==> config.mk <==
export PLATFORM = sky130hd
export DESIGN_NAME = sprite_mixer_collision
export DESIGN_NICKNAME = d
export VERILOG_FILES = /design/src/rtl/sprite_mixer_collision.sv
export SDC_FILE = /design/constraint.sdc
export NUM_CORES = 1
export LEC_CHECK = 0
export BUFFER_PORTS_ARGS = -buffer_cell sky130_fd_sc_hd__buf_2
export CAP_MARGIN = 40
export CORE_MARGIN = 2
export CORE_UTILIZATION = 40
export CTS_BUF_LIST = sky130_fd_sc_hd__clkbuf_8
export DETAILED_ROUTE_END_ITERATION = 7
export PLACE_DENSITY = 0.67
export SYNTH_ARGS = -nofsm -noshare
export SYNTH_HDL_FRONTEND = slang
export SYNTH_SLANG_ARGS = --single-unit
export TNS_END_PERCENT = 100
==> constraint.sdc <==
create_clock -name clock -period 2.4 [get_ports clock]
set_input_delay 0.12 -clock clock [delete_from_list [all_inputs] [get_ports clock]]
set_output_delay 0.12 -clock clock [all_outputs]
set_load 0.005 [all_outputs]
==> src/rtl/sprite_mixer_collision.sv <==
// Priority sprite mixer (player > obstacle 0..N-1 > background) plus per-frame overlap hit FSM.
// Colour and status outputs are registered (1-cycle latency); one pixel per clock, no backpressure.
module sprite_mixer_collision #(
    parameter int NUM_OBS         = 4,
    parameter int FRAME_END_LINE  = 480,
    parameter int HIT_THRESH      = 4,
    parameter int COOLDOWN_FRAMES = 60,
    parameter int MAX_HITS        = 3
) (
    input  logic                   clock,
    input  logic                   reset,
    input  logic                   enable,
    input  logic [9:0]             hcount,
    input  logic [9:0]             vcount,
    input  logic                   video_on,
    input  logic [2:0]             player_red,
    input  logic [2:0]             player_green,
    input  logic [1:0]             player_blue,
    input  logic                   player_imagen,
    input  logic [8*NUM_OBS-1:0]   obs_rgb,
    input  logic [NUM_OBS-1:0]     obs_imagen,
    input  logic [7:0]             bg_rgb,
    output logic [2:0]             red,
    output logic [2:0]             green,
    output logic [1:0]             blue,
    output logic                   collision,
    output logic                   invulnerable,
    output logic                   game_over,
    output logic [3:0]             hits
);
    typedef enum logic [1:0] {ARMED = 2'd0, COOLDOWN = 2'd1, OVER = 2'd2} state_t;

    state_t      state, state_nxt;
    logic [15:0] overlap_cnt;
    logic [7:0]  cooldown_cnt, cooldown_nxt;
    logic [3:0]  hits_nxt, hits_inc;
    logic        collision_nxt;
    logic        frame_tick, pix_on, overlap_pix;
    logic [7:0]  mix_rgb;

    assign frame_tick  = (hcount == 10'd0) && (vcount == 10'(FRAME_END_LINE));
    assign pix_on      = enable && video_on;
    assign overlap_pix = pix_on && player_imagen && (|obs_imagen);
    assign hits_inc    = hits + 4'd1;

    // Walk obstacles high-to-low so the lowest opaque index is the one left standing.
    always_comb begin
        mix_rgb = bg_rgb;
        for (int i = NUM_OBS - 1; i >= 0; i--) begin
            if (obs_imagen[i]) mix_rgb = obs_rgb[8*i +: 8];
        end
        if (player_imagen) mix_rgb = {player_red, player_green, player_blue};
        if (!pix_on)       mix_rgb = 8'h00;
    end

    always_comb begin
        state_nxt     = state;
        hits_nxt      = hits;
        cooldown_nxt  = cooldown_cnt;
        collision_nxt = 1'b0;
        if (enable && frame_tick) begin
            case (state)
                ARMED: begin
                    if (overlap_cnt >= 16'(HIT_THRESH)) begin
                        collision_nxt = 1'b1;
                        hits_nxt      = hits_inc;
                        if (hits_inc == 4'(MAX_HITS)) begin
                            state_nxt = OVER;
                        end else begin
                            state_nxt    = COOLDOWN;
                            cooldown_nxt = 8'(COOLDOWN_FRAMES);
                        end
                    end
                end
                COOLDOWN: begin
                    cooldown_nxt = cooldown_cnt - 8'd1;
                    if (cooldown_cnt == 8'd1) state_nxt = ARMED;
                end
                OVER:    state_nxt = OVER;
                default: state_nxt = ARMED;
            endcase
        end
    end

    always_ff @(posedge clock) begin
        if (reset) begin
            {red, green, blue} <= 8'h00;
            collision          <= 1'b0;
            invulnerable       <= 1'b0;
            game_over          <= 1'b0;
            hits               <= 4'd0;
            state              <= ARMED;
            cooldown_cnt       <= 8'd0;
            overlap_cnt        <= 16'd0;
        end else begin
            {red, green, blue} <= mix_rgb;
            collision          <= collision_nxt;
            invulnerable       <= (state_nxt == COOLDOWN);
            game_over          <= (state_nxt == OVER);
            hits               <= hits_nxt;
            state              <= state_nxt;
            cooldown_cnt       <= cooldown_nxt;
            // The tick clear wins over a coincident overlap pixel.
            if (frame_tick)
                overlap_cnt <= 16'd0;
            else if (overlap_pix && (overlap_cnt != 16'hFFFF))
                overlap_cnt <= overlap_cnt + 16'd1;
        end
    end
endmodule

[Yosys cells after proc, flatten, opt, wreduce, memory -nomap -nowiden]
Index checks and enable logic that the tools add are counted.
Storage, ports and cells
  bits of input ports: 77
  logic and storage cells: 56
  output and inout bits: 15
  bits in registers: 41
Cells by class
  reductions and logical operators: 15
  muxes and demuxes: 14
  bitwise operators: 3
  $lt $le $gt $ge: 1
  add/sub/neg operators: 3
  equal/unequal tests: 10
Operators with widths (number)
  $mux 8: 7
  $add 16x1->16 const B: 1
  $ge 16x3->1 const B: 1
  $ne 16x16->1 const B: 1
  $pmux 8 s2: 1
  $eq 10x9->1 const B: 1
  $logic_not 10->1: 1
  $eq 8x1->1 const B: 1
  $mux 2: 4
  $sub 8x1->8 const B: 1
  $logic_and 1x1->1: 6
  $pmux 2 s3: 1
  $add 4x1->4 const B: 1
  $eq 2x1->1 const B: 2
  $eq 2x2->1 const B: 2
  $eq 4x2->1 const B: 1
  $ne 2x2->1 const B: 2
  $reduce_and 4->1: 1
  $reduce_or 2->1: 2
  $reduce_or 4->1: 1
  $not 1->1: 3
  $reduce_and 3->1: 1
  $reduce_or 3->1: 1
  $logic_not 2->1: 1
  other kinds (2): 2

[Longest topological paths before layout]
Gate-level depths: netlist of the first run.
  depth after elaboration: 7
  mapped depth: 7
  gate-level depth less buffers: 7

[Least setup slack after synthesis of the first run]
No wires, ideal clock.
  kind: register -> register
  from: register hits[0]
  to: register cooldown_cnt[6]
  data arrival time: 1.810 ns
  library setup time: 0.070 ns
  buffers on the path: 0
  clock period less this slack: 1.880 ns
  stages on the path, launching flop included: 8
  data required time: 2.330 ns
  path slack: 0.520 ns
  cell sequence: dfxtp_1 > inv_1 > ha_1 > and3_1 > a31oi_2 > a21oi_2 > or4_1 > a21oi_1
Between the ends
  cells in the longest elaborated chain, start to end: 4
Ends and longest elaborated chain
  from (decl): RTL line 29  | output logic [3:0] hits
  from (signal assigned): RTL line 100  | hits <= hits_nxt;
  $add 4x1->4: RTL line 44  | assign hits_inc = hits + 4'd1;
  via hits_inc[0]: RTL line 36  | logic [3:0] hits_nxt, hits_inc;
  $eq 4x2->1: RTL line 67  | if (hits_inc == 4'(MAX_HITS)) begin
  $ne 2x2->1 (no source line)
  $reduce_and 4->1 (no source line)
  to (signal assigned): RTL line 102  | cooldown_cnt <= cooldown_nxt;
  to (decl): RTL line 35  | logic [7:0] cooldown_cnt, cooldown_nxt;
The timed path passes the listed nets, and every way through them passes these cells.
A chain may end at the register's enable or synchronous reset.

[Worst setup path in the final report of the first run]
  from: register hits[0]
  to: register cooldown_cnt[7]
The elaborated chain is that of the path after synthesis.

==> key figures, run 1 <==
Status
  – Status: completed

Worst hold path
  – Worst hold path cell count: 3
  – Worst min path class: in2reg
  – Hold_sp: player_red[1]
  – Worst Hold End: red[1]

Floorplanning
  – Core area: about 0.0063 mm^2
  – Die H: between 80 and 90 um
  – Starting density of the core: 41.1%
  – Cell Rows: 29
  – Die ar.: between 0.007 and 0.008 mm^2
  – Die W: 84.3 um
  – IO Pins: just over 90

STA
  – Endpoints failing setup: 0
  – Setup TNS Final: 0 ns
  – Hold_ws: about 0.074 ns
  – Worst-Margin Slew: 0.644 ns
  – Final min period: a little over 2 ns
  – Max-slew headroom: a little under three fifths
  – Final Cycle Share: 86.3%
  – Fmax: ~480 MHz
  – Skew final: approximately 0.011 ns
  – RSZ-0062 raised after global routing: false
  – Final hold vios: 0
  – Final Max Tran Viols: 0

Cells and area
  – Fin nets: 478
  – Final cell count without fillers: around 470
  – Antenna diodes: 0
  – Share of cells above drive strength 1: a little under a third
  – Synth-to-Final Area Change: 22.5%
  – Multi-input gate area: between 0.0015 and 0.002 mm^2
  – Fillers: between 600 and 700
  – Final instance area: ~0.0032 mm^2
  – Reg area: a little over 800 um^2

Placed design
  – DP Area: 0.00306 mm^2
  – Placed insts: ~470
  – HPWL after detailed placement: between 5000 and 6000 um
  – Routability congestion estimate from global placement: 0.849
  – Number of port buffers: approximately 90

Synth
  – Synth area leaders: dfxtp_1 32%, mux2i_1 7.0%, nand2_1 4.2%
  – Yosys top cell area share: approximately a third
  – Post-synth EDFFs: 0
  – Sequential area share after synthesis: 31.8%
  – #FFs+latches synth: between 40 and 50
  – Warnings from Yosys: 0
  – Post-Syn Instances: between 300 and 400
  – Async set-reset flop share out of synthesis: 0%
  – Top post-synthesis cells by count: 41 x dfxtp_1, 29 x nand2_1, 26 x nor2_1, 18 x mux2i_1, 15 x nand3_1
  – Netlist cell types: 58
  – Top-count cell post-synth: dfxtp_1
  – Mapped cell area: roughly 0.0026 mm^2
  – Syn Nets: about 400
  – Cell accounting for the most synthesized area: dfxtp_1
  – Primary FF master, synth: dfxtp_1
  – Mean post-synth cell area: between 8 and 9 um^2

GRT
  – First-pass GRT wire length: between 10000 and 15000 um
  – Global Route Usage Sum: between 15 and 20%
  – Initial antenna violation count: 0
  – Vias in the first global route: roughly 2400
  – GRT overflow: 0
  – Pin count of the biggest net entering global routing: 18

Setup path
  – Startpoint types: flip-flop
  – CP Launch Point: hits[0]
  – Reg2reg start: hits[0]
  – Arrival time at the worst endpoint: between 2 and 2.5 ns
  – Critical path class: reg2reg
  – Maximum fanout along the worst path: 7
  – R2R setup slack: roughly 0.33 ns
  – CP required: 2.64 ns
  – CP endpoint kind: flip-flop
  – Worst R2R Path Depth: 7
  – Worst reg2reg endpoint: cooldown_cnt[7]

Pwr
  – Pwr dens: approximately 430 mW/mm^2
  – Worst VDD drop: ~0.00025 V
  – LEAKAGE: around 1.4 nW

Drt
  – WL final: about 6400 um
  – DRC: 0
  – DR iter-0 viols: 89
  – Final ANT Viol Nets: 0
  – Overall via count from detail_route: 2607
  – Wire length per cell: roughly 13 um
  – Vias per inst: 5.51
  – Drt pass-1 iters: 5

Clock tree
  – Post-CTS setup buffers: 0
  – Clock Path Buffers: 2
  – CTS clk-pin slew, worst paths: around 0.080 ns
  – Worst-skew pair later-pin latency: ~0.3 ns
  – # clock sinks: 41
  – Htree depth: 2
  – CTS Hold Bufs: 0
  – Post-CTS sizing: 0
  – CTS root buf: clkbuf_8
  – CTS tree: built
  – TritonCTS buffer count: 5

Flow run
  – Max-cap violations: 0
through the flow:
| stage | setup slack, ns | power, mW | util, % |
|---|---|---|---|
| after global routing | 0.226 | 1.41 | 50.3 |
| final | 0.328 | 1.35 | 50.3 |
| after CTS | 0.325 | 1.37 | 50.3 |
| after detailed placement | 0.366 | 0.866 | 48.7 |
| after floorplan | 0.520 | 0.790 | - |
| after global placement | 0.433 | 0.862 | 48.7 |
state kept, by name, summed over array words and instances, names as in the netlist:
signal        cells
game_over         1
green             3
collision         1
state             2
red               3
overlap_cnt      16
cooldown_cnt      8
invulnerable      1
hits              4
blue              2
layer usage:
| layer | GRT usage (%) | vias to the layer above | part of all wire, % |
|---|---|---|---|
| li1 | - | 1317 | - |
| met1 | 24.4 | 1193 | 46 |
| met2 | 30.2 | 85 | 47 |
| met3 | 3.05 | 12 | 5.5 |
| met4 | 6.16 | 0 | 2.1 |
| met5 | 0 | - | 0 |
kinds of logic after synthesis:
kind of cell	count (synthesis)	synth area share, %
adder cells (fa/ha/maj)	6	2.91
multiplexers	26	10.5
flip-flops	41	31.8
AO/OA/AOI/OAI	61	16.2
AND/OR/NAND/NOR	135	29.0
buffers and inverters	29	4.90
XOR/XNOR	14	4.75
worst max path at each step:
stage / endpoint / depth (start not counted)
2_1_floorplan: cooldown_cnt[6] / 7
3_3_place_gp: cooldown_cnt[6] / 7
3_5_place_dp: cooldown_cnt[7] / 7
4_1_cts: cooldown_cnt[7] / 7
5_1_grt: cooldown_cnt[7] / 7
6_report: cooldown_cnt[7] / 7
layout by cell type (no fill, tap or decap), types with 2 or more instances in the layout:
cell,n
a2111oi_2,2
a211oi_1,4
a21oi_1,13
and3_1,7
and3_2,2
and4_1,4
buf_2,91
clkbuf_8,7
dfxtp_1,41
ha_1,6
inv_1,14
mux2_2,8
mux2i_1,18
nand2_1,29
nand3_1,15
nand4_1,11
nand4b_1,2
nor2_1,26
nor2b_1,4
nor3_1,7
nor4_1,7
nor4_2,2
nor4b_1,2
o211ai_1,4
o21ai_0,13
o22ai_1,8
o31ai_1,4
or3_1,3
or4_1,2
xnor2_1,8
xor2_1,6
area by class of cell:
cell class / count / share of cell area [%]
multi-input combinational: 242 / 51.7
tap: 77 / 3.05
timing repair buffer: 91 / 14.4
inverter: 14 / 1.66
clock inverter: 1 / 0.158
sequential: 41 / 26.0
clock buffer: 7 / 3.05
power breakdown:
part           total, mW  switching [mW]  leakage [nW]  internal (mW)
Combinational      0.161          0.0741         0.975         0.0867
Clock              0.502           0.242        0.0542          0.260
Sequential         0.688         0.00268         0.331          0.686
Total               1.35           0.319          1.36           1.03
worst max-delay path, cell delays in order (launching register included):
cell and delay, ns:
dfxtp_1 0.45, inv_1 0.08, ha_1 0.20, and3_1 0.20, a31oi_2 0.30, a21oi_2 0.15
or4_1 0.48, a21oi_1 0.15
Note: power is estimated with default switching activity, not from simulation.
==> inputs of run 2 (changes only) <==
--- a/config.mk
+++ b/config.mk
@@ -12,6 +12,7 @@
 export CTS_BUF_LIST = sky130_fd_sc_hd__clkbuf_8
 export DETAILED_ROUTE_END_ITERATION = 7
 export PLACE_DENSITY = 0.67
+export SETUP_SLACK_MARGIN = 0.2
 export SYNTH_ARGS = -nofsm -noshare
 export SYNTH_HDL_FRONTEND = slang
 export SYNTH_SLANG_ARGS = --single-unit
==> constraint.sdc (replaced) <==
create_clock -name clock -period 2.5 [get_ports clock]
set_input_delay 0.125 -clock clock [delete_from_list [all_inputs] [get_ports clock]]
set_output_delay 0.125 -clock clock [all_outputs]
set_load 0.005 [all_outputs]
==> key figures, run 2 (synthesized netlist as in run 1, its figures left out) <==
Status
  – Status: completed

Flow run
  – Max-cap violations: 0 (unchanged)

Worst hold path
  – Worst min path class: in2reg

Cells and area
  – Commonest non-fill, non-tap cells in the layout: 91 x buf_2, 41 x dfxtp_1, 29 x nand2_1
  – Antenna diodes: 0 (unchanged)
  – Largest registers: overlap_cnt (16), cooldown_cnt (8), hits (4)
  – Share of cells above drive strength 1: 31.3% (-0.25 points)
  – Final cell count without fillers: 473 (unchanged)
  – Synth-to-Final Area Change: 23.0%
  – Most common cell after layout, fill and taps aside: buf_2
  – Reg area: 821 um^2 (unchanged)
  – Fin nets: 478 (unchanged)
  – Top reg by flops: overlap_cnt
  – Multi-input gate area: 0.00163 mm^2 (unchanged)
  – Largest register FFs: 16 (unchanged)
  – Fillers: 604 (-1.3%)

Floorplanning
  – Cell Rows: 29 (unchanged)
  – Starting density of the core: 41.1% (unchanged)
  – Core area: 0.00628 mm^2 (unchanged)
  – Die ar.: 0.00711 mm^2 (unchanged)
  – IO Pins: 92 (unchanged)
  – Die H: 84.3 um (unchanged)
  – Die W: 84.3 um (unchanged)

Clock tree
  – Htree depth: 2 (unchanged)
  – CTS Hold Bufs: 0 (unchanged)
  – CTS root buf: clkbuf_8
  – CTS clk-pin slew, worst paths: 0.08 ns (about the same)
  – Clock Path Buffers: 2 (unchanged)
  – CTS tree: built
  – Post-CTS sizing: 0 (unchanged)
  – # clock sinks: 41 (unchanged)
  – TritonCTS buffer count: 5 (unchanged)
  – Post-CTS setup buffers: 0 (unchanged)
  – Worst-skew pair later-pin latency: 0.29 ns (about the same)

STA
  – Setup TNS Final: 0 ns (unchanged)
  – Final Cycle Share: 84.9% (-1.4 points)
  – Max-slew headroom: 55.7% (-1.1 points)
  – Endpoints failing setup: 0 (unchanged)
  – Skew final: 0.00675 ns (-0.00379 ns)
  – Fmax: 471 MHz (-2.4%)
  – Worst-Margin Slew: 0.660 ns (+0.0159 ns)
  – Final Max Tran Viols: 0 (unchanged)
  – Hold_ws: 0.0838 ns (+0.0100 ns)
  – Final min period: 2.12 ns (+0.0512 ns)
  – Final hold vios: 0 (unchanged)
  – RSZ-0062 raised after global routing: false

Placed design
  – Placed insts: 465 (unchanged)
  – HPWL after detailed placement: 5000 um (-0.61%)
  – Routability congestion estimate from global placement: 0.848 (about the same)
  – Number of port buffers: 91 (unchanged)

Setup path
  – Startpoint types: flip-flop
  – Crit-path slowest cell: or4_1
  – CP Capture Point: cooldown_cnt[6]
  – R2R setup slack: 0.38 ns (+0.05 ns)
  – CP Depth: 7 (unchanged)
  – CP endpoint kind: flip-flop
  – Sequence of cells on the critical path: inv_1, ha_1, and3_1, a31oi_2, a21oi_2, or4_1, a21oi_1
  – CP Launch Point: hits[0]
  – Worst R2R Path Depth: 7 (unchanged)
  – Maximum fanout along the worst path: 7 (unchanged)
  – Critical path class: reg2reg
  – Reg2reg start: hits[0]
  – CP peak stage delay: 0.49 ns (about the same)
  – CP required: 2.73 ns (+0.09 ns)
  – Arrival time at the worst endpoint: 2.35 ns (+0.04 ns)
  – Worst Path Buf+Inv: 1 (unchanged)
  – Cell family with most CP delay: simple AND/OR/NAND/NOR gates
  – Worst reg2reg endpoint: cooldown_cnt[6]

Drt
  – DRC: 0 (unchanged)
  – Wire length per cell: 13.9 um (+2.9%)
  – Vias per inst: 5.58 (+1.3%)
  – Final ANT Viol Nets: 0 (unchanged)
  – Drt pass-1 iters: 4 (-1)
  – WL final: 6560 um (+2.9%)
  – Overall via count from detail_route: 2640 (+1.3%)
  – DR iter-0 viols: 142 (+60%)

GRT
  – First-pass GRT wire length: 10900 um (-0.57%)
  – Pin count of the biggest net entering global routing: 18 (unchanged)
  – Global Route Usage Sum: 18.2% (-0.086 points)
  – Vias in the first global route: 2446 (+1.4%)
  – GRT overflow: 0 (unchanged)
  – Initial antenna violation count: 0 (unchanged)

Pwr
  – Pwr dens: 432 mW/mm^2 (+1.1%)
  – Worst VDD drop: 0.000334 V (+35%)
  – LEAKAGE: 1.37 nW (+0.61%)
-- run 2: stage by stage --
stage | utilization, % | power, mW | instance area, um^2 | worst slack (ns)
2_1_floorplan | - | 0.758 | 2580 | 0.620
3_3_place_gp | 48.7 | 0.828 | 3060 | 0.533
3_5_place_dp | 48.7 | 0.832 | 3060 | 0.458
4_1_cts | 50.6 | 1.38 | 3170 | 0.418
5_1_grt | 50.6 | 1.43 | 3170 | 0.313
6_report | 50.6 | 1.37 | 3170 | 0.376
-- run 2: routing by layer --
| metal | GRT usage [%] | share of wire [%] | routed length [um] | up-vias |
|---|---|---|---|---|
| met5 | 0 | 0 | 0 | - |
| met2 | 32.3 | 48 | 3170 | 76 |
| met1 | 22.8 | 45 | 2940 | 1240 |
| met3 | 3.83 | 5.4 | 357 | 8 |
| met4 | 3.96 | 1.4 | 93 | 0 |
| li1 | - | - | - | 1316 |
-- run 2: worst min-delay path, stage by stage --
cell,delay [ns]
buf_2,0.10
nand2_1,0.05
o22ai_1,0.06
-- run 2: worst min path at each step --
stage / start / to / slack, ns / cells past startpoint
after global routing: player_red[1] / red[1] / 0.08 / 3
after detailed placement: player_red[1] / red[1] / 0.39 / 3
final: player_red[1] / red[1] / 0.08 / 3
after floorplan: player_red[1] / red[1] / 0.28 / 2
after global placement: player_red[1] / red[1] / 0.39 / 3
after CTS: player_red[1] / red[1] / 0.08 / 3
-- run 2: area by class of cell --
class                      count  share of cell area, %
tap                           77                   3.04
multi-input combinational    242                   51.4
sequential                    41                   25.9
clock buffer                   6                   2.60
inverter                      14                   1.66
clock inverter                 2                   1.06
timing repair buffer          91                   14.3
-- run 2: power by group --
| group | internal, mW | switching, mW |
|---|---|---|
| Clock | 0.322 | 0.235 |
| Combinational | 0.0833 | 0.0721 |
| Sequential | 0.658 | 0.00239 |
==> inputs of run 3 (changes only) <==
--- a/config.mk
+++ b/config.mk
@@ -5,13 +5,14 @@
 export SDC_FILE = /design/constraint.sdc
 export NUM_CORES = 1
 export LEC_CHECK = 0
+export ABC_AREA = 1
 export BUFFER_PORTS_ARGS = -buffer_cell sky130_fd_sc_hd__buf_2
 export CAP_MARGIN = 40
 export CORE_MARGIN = 2
 export CORE_UTILIZATION = 40
 export CTS_BUF_LIST = sky130_fd_sc_hd__clkbuf_8
 export DETAILED_ROUTE_END_ITERATION = 7
-export PLACE_DENSITY = 0.67
+export PLACE_DENSITY = 0.68
 export SETUP_SLACK_MARGIN = 0.2
 export SYNTH_ARGS = -nofsm -noshare
 export SYNTH_HDL_FRONTEND = slang
==> constraint.sdc (replaced) <==
create_clock -name clock -period 1.9 [get_ports clock]
set_input_delay 0.095 -clock clock [delete_from_list [all_inputs] [get_ports clock]]
set_output_delay 0.095 -clock clock [all_outputs]
set_load 0.005 [all_outputs]
==> key figures, run 3 <==
Synth
  – Top-count cell post-synth: nand2_1
  – Warnings from Yosys: 0 (unchanged)
  – Top post-synthesis cells by count: 87 x nand2_1, 60 x nor2_1, 51 x inv_1, 41 x dfxtp_1, 28 x nand3_1
  – Netlist cell types: 33 (-43%)
  – Syn Nets: 505 (+28%)
  – Sequential area share after synthesis: 29.1% (-2.7 points)
  – Synth area leaders: dfxtp_1 29%, nand2_1 12%, nor2_1 8.0%
  – Mapped cell area: 0.00282 mm^2 (+9.3%)
  – Yosys top cell area share: 29.1% (-2.7 points)
  – Async set-reset flop share out of synthesis: 0% (unchanged)
  – #FFs+latches synth: 41 (unchanged)
  – Cell accounting for the most synthesized area: dfxtp_1
  – Mean post-synth cell area: 6.68 um^2 (-19%)
  – Post-Syn Instances: 422 (+35%)
  – Primary FF master, synth: dfxtp_1
  – Post-synth EDFFs: 0 (unchanged)

STA
  – Fmax: 651 MHz (+38%)
  – RSZ-0062 raised after global routing: false
  – Endpoints failing setup: 0 (unchanged)
  – Skew final: 0.00439 ns (-0.00236 ns)
  – Setup TNS Final: 0 ns (unchanged)
  – Worst-Margin Slew: 0.556 ns (-0.104 ns)
  – Final WS setup: 0.363 ns (-0.0135 ns)
  – Max-slew headroom: 62.8% (+7.2 points)
  – Final Cycle Share: 80.9% (-4.0 points)
  – Final Max Tran Viols: 0 (unchanged)
  – Final min period: 1.54 ns (-0.586 ns)
  – Final hold vios: 0 (unchanged)

Clock tree
  – CTS tree: built
  – # clock sinks: 41 (unchanged)
  – Worst-skew pair later-pin latency: 0.29 ns (about the same)
  – TritonCTS buffer count: 5 (unchanged)
  – CTS Hold Bufs: 0 (unchanged)
  – Clock Path Buffers: 2 (unchanged)
  – CTS root buf: clkbuf_8
  – CTS clk-pin slew, worst paths: 0.08 ns (about the same)
  – Htree depth: 2 (unchanged)

Drt
  – Overall via count from detail_route: 2969 (+12%)
  – Drt pass-1 iters: 4 (unchanged)
  – WL final: 6880 um (+4.8%)
  – DRC: 0 (unchanged)
  – Final ANT Viol Nets: 0 (unchanged)
  – DR iter-0 viols: 88 (-38%)
  – Wire length per cell: 11.2 um (-19%)
  – Vias per inst: 4.84 (-13%)

Cells and area
  – Fillers: 674 (+12%)
  – Multi-input gate area: 0.00173 mm^2 (+5.7%)
  – Reg area: 826 um^2 (+0.61%)
  – Commonest non-fill, non-tap cells in the layout: 91 x buf_2, 87 x nand2_1, 60 x nor2_1
  – Final instance area: 0.00347 mm^2 (+9.3%)
  – Largest registers: overlap_cnt (16), cooldown_cnt (8), hits (4)
  – Fin nets: 600 (+26%)
  – Most common cell after layout, fill and taps aside: buf_2
  – Antenna diodes: 0 (unchanged)
  – Share of cells above drive strength 1: 31.5% (+0.15 points)
  – Largest register FFs: 16 (unchanged)
  – Top reg by flops: overlap_cnt
  – Synth-to-Final Area Change: 23.1% (about the same)
  – Fin util: 51.1% (+0.50 points)

Floorplanning
  – Starting density of the core: 41.5% (+0.39 points)
  – IO Pins: 92 (unchanged)
  – Cell Rows: 30 (+3.4%)
  – Die W: 88.0 um (+4.3%)
  – Die ar.: 0.00774 mm^2 (+8.8%)
  – Core area: 0.00679 mm^2 (+8.2%)
  – Die H: 88.0 um (+4.3%)

Pwr
  – Sw power: 0.442 mW (+43%)
  – Total power: 1.66 mW (+21%)
  – Clock power frac: 34.1% (-6.5 points)
  – Comb pwr share: 13.5% (+2.2 points)
  – Sw Ratio: 26.6% (+4.0 points)
  – Cell internal pwr: 1.22 mW (+15%)
  – LEAKAGE: 1.66 nW (+21%)
  – Worst VDD drop: 0.000213 V (-36%)
  – Pwr dens: 480 mW/mm^2 (+11%)
  – Seq pwr share: 52.4% (+4.3 points)

Setup path
  – CP endpoint kind: flip-flop
  – Arrival time at the worst endpoint: 1.77 ns (-0.58 ns)
  – R2R setup slack: 0.36 ns (about the same)
  – Crit path top cell by count: nand3_2
  – Worst Path Buf+Inv: 1 (unchanged)
  – Sequence of cells on the critical path: ha_4, nand3_2, nor3_4, nand3_2, nand2_4, inv_4, nand3_1, nand2_1, a21oi_2
  – CP peak stage delay: 0.37 ns (-0.12 ns)
  – Startpoint types: flip-flop
  – Maximum fanout along the worst path: 17 (+10)
  – Crit-path slowest cell: dfxtp_2
  – Critical path class: reg2reg
  – Cell family with most CP delay: simple AND/OR/NAND/NOR gates
  – CP required: 2.13 ns (-0.60 ns)

GRT
  – Global Route Usage Sum: 18.7% (+0.51 points)
  – GRT overflow: 0 (unchanged)
  – Vias in the first global route: 2716 (+11%)
  – Pin count of the biggest net entering global routing: 18 (unchanged)
  – Initial antenna violation count: 0 (unchanged)
  – First-pass GRT wire length: 11700 um (+7.6%)

Placed design
  – Routability congestion estimate from global placement: 0.866 (+2.1%)
  – HPWL after detailed placement: 5440 um (+8.6%)
  – Number of port buffers: 91 (unchanged)
  – DP Area: 0.00334 mm^2 (+9.3%)
  – Pre-CTS setup slack: 0.264 ns (-0.194 ns)

Flow run
  – Max-cap violations: 0 (unchanged)

Worst hold path
  – Worst min path class: in2reg

Status
  – Status: completed
==> run 3: cell types whose count changed after synthesis, moves of 8 or more <==
cell,before,now
nor2_1,26,60
a21oi_1,13,22
inv_1,14,51
o22ai_1,8,0
mux2i_1,18,0
a21oi_2,1,12
nand2_1,29,87
mux2_2,8,0
o21ai_0,13,26
nand2_2,1,20
nand3_1,15,28
==> run 3: cell type report <==
class                      count  share of cell area [%]
timing repair buffer          97                    14.4
multi-input combinational    317                    49.7
clock inverter                 3                   0.505
clock buffer                   5                    1.98
inverter                      55                    6.09
tap                           96                    3.46
sequential                    41                    23.8
==> run 3: worst register-to-register path, delay by kind of cell, from the launching register on <==
family                     cells  cell delay, ns
AOI/OAI and AO/OA              1            0.10
adders and majority gates      1            0.16
buffers and inverters          1            0.11
and+or+nand+nor                6            0.73
DFF                            1            0.37
==> run 3: per-layer routing <==
metal / global-route usage (%) / part of all wire (%) / wire length (um) / up-vias
met2: 32.6 / 49 / 3400 / 81
met1: 23.2 / 45 / 3090 / 1335
li1: - / - / - / 1547
met5: 0 / 0 / 0 / -
met4: 6.29 / 1.3 / 91 / 0
met3: 3.39 / 4.4 / 303 / 6
==> run 3: stage by stage <==
step	hold WS [ns]	cells
6_report	0.0776	614
5_1_grt	0.0775	614
4_1_cts	0.0673	611
3_5_place_dp	0.371	603
3_3_place_gp	0.370	603
2_1_floorplan	0.274	422
==> run 3: logic make-up (layout without fill, tap and decap cells) <==
group,count (synthesis),in the layout,share of synthesized area [%]
DFF,41,41,29.1
adders and majority gates,6,6,2.66
AOI/OAI and AO/OA,76,76,16.3
buffers and inverters,64,160,10.1
and+or+nand+nor,222,222,37.7
xor gates and xnor gates,13,13,4.04
==> run 3: what timing repair did <==
item,4_1_cts,5_1_grt
endpoints found under the setup margin,0,17
setup buffers,0,3
gates resized for setup,0,6
==> run 3: final timing paths <==
path | from | endpoint | cells after the start
min reg2reg | cooldown_cnt[1] | cooldown_cnt[1] | 2
min | player_green[0] | green[0] | 3
max reg2reg | overlap_cnt[0] | overlap_cnt[6] | 9
max | overlap_cnt[0] | overlap_cnt[6] | 9
==> run 3: power by group through the flow <==
stage	Combinational [mW]	Clock [mW]	Sequential (mW)
2_1_floorplan	0.117	0	0.890
3_3_place_gp	0.218	0	0.890
3_5_place_dp	0.222	0	0.890
4_1_cts	0.223	0.592	0.870
5_1_grt	0.256	0.634	0.873
6_report	0.226	0.568	0.872
